--- src/rtl/quad_step_decoder.sv ---
// Quadrature A/B front end: synchronises and glitch-filters both encoder lines, then issues count/direction commands.
// Build option QDEC_X1_EN selects x1 decoding (one act per full cycle); the default build is x4 decoding.
module quad_step_decoder #(
    parameter int SYNC_STAGES = 2,
    parameter int FILT_N      = 4
) (
    input  logic       clk,
    input  logic       reset_n,
    input  logic       enc_a,
    input  logic       enc_b,
    input  logic       en,
    input  logic       clr_err,
    output logic       act,
    output logic       up_dn,
    output logic       err,
    output logic       err_flag,
    output logic [1:0] phase
);

    localparam int CW     = $clog2(FILT_N + 1);
    localparam int SETTLE = SYNC_STAGES + FILT_N + 1;
    localparam int SW     = $clog2(SETTLE + 1);

    typedef enum logic [2:0] {
        INIT = 3'd0,
        P00  = 3'd1,
        P01  = 3'd2,
        P11  = 3'd3,
        P10  = 3'd4
    } state_t;

    function automatic logic [1:0] state_phase(input state_t s);
        logic [1:0] p;
        case (s)
            P00:     p = 2'b00;
            P01:     p = 2'b01;
            P11:     p = 2'b11;
            P10:     p = 2'b10;
            default: p = 2'b00;
        endcase
        return p;
    endfunction

    function automatic state_t phase_state(input logic [1:0] p);
        state_t s;
        case (p)
            2'b00:   s = P00;
            2'b01:   s = P01;
            2'b11:   s = P11;
            2'b10:   s = P10;
            default: s = P00;
        endcase
        return s;
    endfunction

    function automatic logic [1:0] next_up(input logic [1:0] p);
        logic [1:0] n;
        case (p)
            2'b00:   n = 2'b01;
            2'b01:   n = 2'b11;
            2'b11:   n = 2'b10;
            2'b10:   n = 2'b00;
            default: n = 2'b00;
        endcase
        return n;
    endfunction

    logic [1:0] w_raw;
    logic [1:0] w_filt;

    assign w_raw = {enc_b, enc_a};

    for (genvar g = 0; g < 2; g++) begin : g_ch
        logic [SYNC_STAGES-1:0] r_sync;
        logic [CW-1:0]          r_cnt;
        logic                   r_filt;
        logic                   w_sync;

        // Plain flop chain into the clock domain
        always_ff @(posedge clk or negedge reset_n) begin
            if (!reset_n) begin
                r_sync <= '0;
            end else begin
                r_sync <= {r_sync[SYNC_STAGES-2:0], w_raw[g]};
            end
        end

        assign w_sync = r_sync[SYNC_STAGES-1];

        // Accept a new level only after FILT_N consecutive differing samples
        always_ff @(posedge clk or negedge reset_n) begin
            if (!reset_n) begin
                r_cnt  <= '0;
                r_filt <= 1'b0;
            end else if (w_sync == r_filt) begin
                r_cnt  <= '0;
            end else if (r_cnt == CW'(FILT_N - 1)) begin
                r_cnt  <= '0;
                r_filt <= w_sync;
            end else begin
                r_cnt  <= r_cnt + CW'(1);
            end
        end

        assign w_filt[g] = r_filt;
    end

    state_t         r_state;
    state_t         w_state_nx;
    logic [SW-1:0]  r_settle;
    logic           r_act;
    logic           r_up_dn;
    logic           r_err;
    logic           r_err_flag;
    logic           w_act_nx;
    logic           w_up_dn_nx;
    logic           w_err_nx;
    logic           w_cnt_step;
    logic [1:0]     w_cur;
    logic [1:0]     w_diff;

    // Settle counter: lets the pipeline fill before phase tracking starts
    always_ff @(posedge clk or negedge reset_n) begin
        if (!reset_n) begin
            r_settle <= '0;
        end else if ((r_state == INIT) && (r_settle != SW'(SETTLE - 1))) begin
            r_settle <= r_settle + SW'(1);
        end else begin
            r_settle <= r_settle;
        end
    end

    // State and registered command outputs
    always_ff @(posedge clk or negedge reset_n) begin
        if (!reset_n) begin
            r_state <= INIT;
            r_act   <= 1'b0;
            r_up_dn <= 1'b0;
            r_err   <= 1'b0;
        end else begin
            r_state <= w_state_nx;
            r_act   <= w_act_nx;
            r_up_dn <= w_up_dn_nx;
            r_err   <= w_err_nx;
        end
    end

    // Sticky error: a pending err pulse beats a simultaneous clear
    always_ff @(posedge clk or negedge reset_n) begin
        if (!reset_n) begin
            r_err_flag <= 1'b0;
        end else if (r_err) begin
            r_err_flag <= 1'b1;
        end else if (clr_err) begin
            r_err_flag <= 1'b0;
        end else begin
            r_err_flag <= r_err_flag;
        end
    end

    // Next-state decode: the state always follows the filtered phase
    always_comb begin
        w_state_nx = r_state;
        w_act_nx   = 1'b0;
        w_up_dn_nx = r_up_dn;
        w_err_nx   = 1'b0;
        w_cur      = state_phase(r_state);
        w_diff     = w_filt ^ w_cur;
`ifdef QDEC_X1_EN
        w_cnt_step = (w_filt == 2'b00);
`else
        w_cnt_step = 1'b1;
`endif
        case (r_state)
            INIT: begin
                if (r_settle == SW'(SETTLE - 1)) begin
                    w_state_nx = phase_state(w_filt);
                end else begin
                    w_state_nx = INIT;
                end
            end
            P00, P01, P11, P10: begin
                w_state_nx = phase_state(w_filt);
                if (w_diff == 2'b11) begin
                    w_err_nx = 1'b1;
                end else if (w_diff != 2'b00) begin
                    w_up_dn_nx = (w_filt == next_up(w_cur));
                    w_act_nx   = en & w_cnt_step;
                end else begin
                    w_act_nx = 1'b0;
                end
            end
            default: begin
                w_state_nx = INIT;
            end
        endcase
    end

    assign act      = r_act;
    assign up_dn    = r_up_dn;
    assign err      = r_err;
    assign err_flag = r_err_flag;
    assign phase    = w_filt;

endmodule
--- config.mk ---
export PLATFORM = sky130hd
export DESIGN_NAME = quad_step_decoder
export DESIGN_NICKNAME = d
export VERILOG_FILES = /design/src/rtl/quad_step_decoder.sv
export SDC_FILE = /design/constraint.sdc
export NUM_CORES = 1
export LEC_CHECK = 0
export ABC_AREA = 0
export CAP_MARGIN = 30
export CELL_PAD_IN_SITES_DETAIL_PLACEMENT = 1
export CELL_PAD_IN_SITES_GLOBAL_PLACEMENT = 1
export CORE_UTILIZATION = 46
export CTS_CLUSTER_DIAMETER = 50
export DETAILED_ROUTE_END_ITERATION = 12
export PLACE_DENSITY = 0.91
export SLEW_MARGIN = 20
export SYNTH_ARGS = -nofsm -noshare
export SYNTH_HDL_FRONTEND = slang
export SYNTH_SLANG_ARGS = --single-unit
--- constraint.sdc ---
create_clock -name clk -period 3.48 [get_ports clk]
set_clock_uncertainty 0.15 [all_clocks]
set_input_delay 0.696 -clock clk [delete_from_list [all_inputs] [get_ports clk]]
set_output_delay 0.696 -clock clk [all_outputs]
set_load 0.01 [all_outputs]
==> impl_metrics.tcl <==
set metrics [dict create \
    outcome "complete, no violations" \
    worst_setup_path_end_kind "output port" \
    diodes 0 \
    clkSinkCount 22 \
    placed_cell_area_um2 1150 \
    vias_per_cell 4.98 \
    post_cts_buffers 0 \
    cts_root_buffer "clkbuf_4" \
    worstSetupPathType "register to output port" \
    fin_cells 128 \
    rsz0062_at_grt "false" \
    die_w_um 49.7 \
    drt_iter0_markers 0 \
    hold_ws_ps 195 \
    peakVddDrop_mv 0.389 \
    hp-class "input port to asynchronous set/reset pin" \
    gp_congestion 0.653 \
    yosysSeqAreaShare 0.527 \
    grt_usage 0.177 \
    dp_hpwl_um 1380 \
    first_pass_iters 1 \
    postCtsHoldBufs 0 \
    start_util 0.512 \
    yosys_warnings 0 \
    clock_latency_ps 290 \
    syn_nets 106 \
    max_stage_delay_ps 610 \
    clk_path_buf_depth 2 \
    via_count 637 \
    rows 16 \
    clkTransAtPathRegs_ps 120 \
    grt_pass1_vias 747 \
    drc 0 \
    finalInstanceArea_um2 1180 \
    syn_area_um2 1040 \
    power.leakage_nw 0.559 \
    io_pins 12 \
    slowest_stage "clkdlybuf4s50_1" \
    routed_wl_um 1810 \
    critPathMaxFanout 9 \
    core_area_um2 2040 \
    power_density_nw_per_um2 788 \
    numCtsBuffers 3 \
    startpoint_type "register" \
    cpLargestDelayFamily "buffers and inverters" \
    crit_arrival_ps 1450 \
    synthToLayoutAreaGrowth_pct 13.2 \
    path_buf_inv 1 \
    mostFrequentLayoutCell "dfrtp_1" \
    grt_first_pass_wirelength_um 3260 \
    required_ps 2630 \
    relSlewSlack 0.672 \
    critical_path.cell_chain "clkdlybuf4s50_1" \
    layout_common_cells "dfrtp_1 (22), ha_1 (10), clkdlybuf4s50_1 (10)" \
    finalCritPeriodShare 0.659 \
    worst_pin_slew_ps 492 \
    fin_crit_ps 2290 \
    cts_resized 0 \
    worst_slack_ps 1190 \
    grt_max_degree 23 \
    hold_viol 0 \
    grt_overflow 0 \
    die_h_um 49.7 \
    post-place-ws_ps 1420 \
    ctsHtreeMaxLevel 1 \
    synth_seq_cells 22 \
    timing.fmax_mhz 436 \
    die-area_um2 2470 \
    final_nets 118 \
    slew_violations 0 \
    setup_violations 0 \
    io_buffer_count 11 \
    wire_per_inst_um 14.1 \
    cts_tree "built" \
    antenna_found_initial 0 \
    placed_cells 124 \
    netlist_instances 90 \
    syn_area_per_cell_um2 11.6 \
    netlist-cell-type-count 26 \
    maxCapViolations 0 \
    ant_nets 0 \
    layout-drive-gt1-share 0.109 \
    final.setup.tns_ps 0 \
]
Yosys cell counts, drive strengths merged:
cell type / instances / area (µm²)
and3: 2 / 12.5
a21oi: 2 / 10.0
o21ai: 6 / 37.5
nor3b: 2 / 15.0
inv: 5 / 18.8
nor2b: 6 / 40.0
nand2: 8 / 32.5
mux2: 1 / 11.3
o21a: 1 / 7.51
dfrtp: 22 / 551
a31oi: 2 / 12.5
xnor2: 7 / 61.3
a21o: 1 / 7.51
nor2: 4 / 15.0
buf: 4 / 37.5
nor3: 4 / 31.3
ha: 10 / 125
nand2b: 1 / 6.26
o22ai: 1 / 6.26
and2: 1 / 6.26
area by class of cell:
class,count,area (µm²)
fill,230,860
sequential,22,551
multi-input combinational,59,438
timing repair buffer,11,105
clock buffer,4,36.3
tap,27,33.8
inverter,5,18.8
state kept, by name, summed over array words and instances, names as in the netlist:
register	count
err	1
act	1
err_flag	1
r_state	3
g_ch.r_sync	4
g_ch.r_filt	2
up_dn	1
g_ch.r_cnt	6
r_settle	3
where the power goes:
group          leakage, nW  total [W]  internal (W)  switching [W]
registers            0.272   0.000404      0.000320      0.0000845
logic                0.266   0.000393      0.000203       0.000190
clock network       0.0210   0.000135     0.0000637      0.0000711
routing by layer:
layer,global-route usage,wire length (µm),up-vias
met5,0,0,-
met4,0.0286,6,0
met3,0.0370,45,2
met2,0.340,1020,8
met1,0.200,740,310
li1,-,-,317
metrics by stage:
stage	total power, W	utilization
3_5_place_dp	0.000810	0.564
2_1_floorplan	0.000704	-
6_report	0.000932	0.579
5_1_grt	0.00103	0.579
3_3_place_gp	0.000772	0.564
4_1_cts	0.000950	0.581
worst register-to-register path, stage by stage (launching register included):
cell and delay, ps:
dfrtp_1 550, nand2_1 130, o21ai_2 180, xnor2_1 160, ha_1 280, a21oi_1 140
a31oi_1 60
logic make-up (layout without fill, tap and decap cells):
kind of cell             count (synthesis)  after routing  share of synthesized area
flip-flops                              22             22                      0.527
AO/OA/AOI/OAI                           13             13                     0.0778
AND/OR/NAND/NOR                         28             28                      0.152
buffers and inverters                    9             20                     0.0539
adder cells (fa/ha/maj)                 10             10                      0.120
multiplexers                             1              1                     0.0108
XOR/XNOR                                 7              7                     0.0587
path summary, 6_finish.rpt:
path | start | endpoint | slack, ps | cells past startpoint
max in group asynchronous | reset_n | up_dn$_DFFE_PN0P_ | 2650 | 1
min in group clk | g_ch[0].r_sync[0]$_DFF_PN0_ | g_ch[0].r_sync[1]$_DFF_PN0_ | 220 | 0
hold reg to reg | g_ch[0].r_sync[0]$_DFF_PN0_ | g_ch[0].r_sync[1]$_DFF_PN0_ | 220 | 0
hold / removal | reset_n | g_ch[0].r_cnt[2]$_DFF_PN0_ | 190 | 1
setup reg to reg | r_state[0]$_DFF_PN0_ | up_dn$_DFFE_PN0P_ | 1720 | 6
setup / recovery | g_ch[0].r_filt$_DFFE_PN0P_ | phase[0] | 1190 | 1
(Power assumes the default switching activity.)
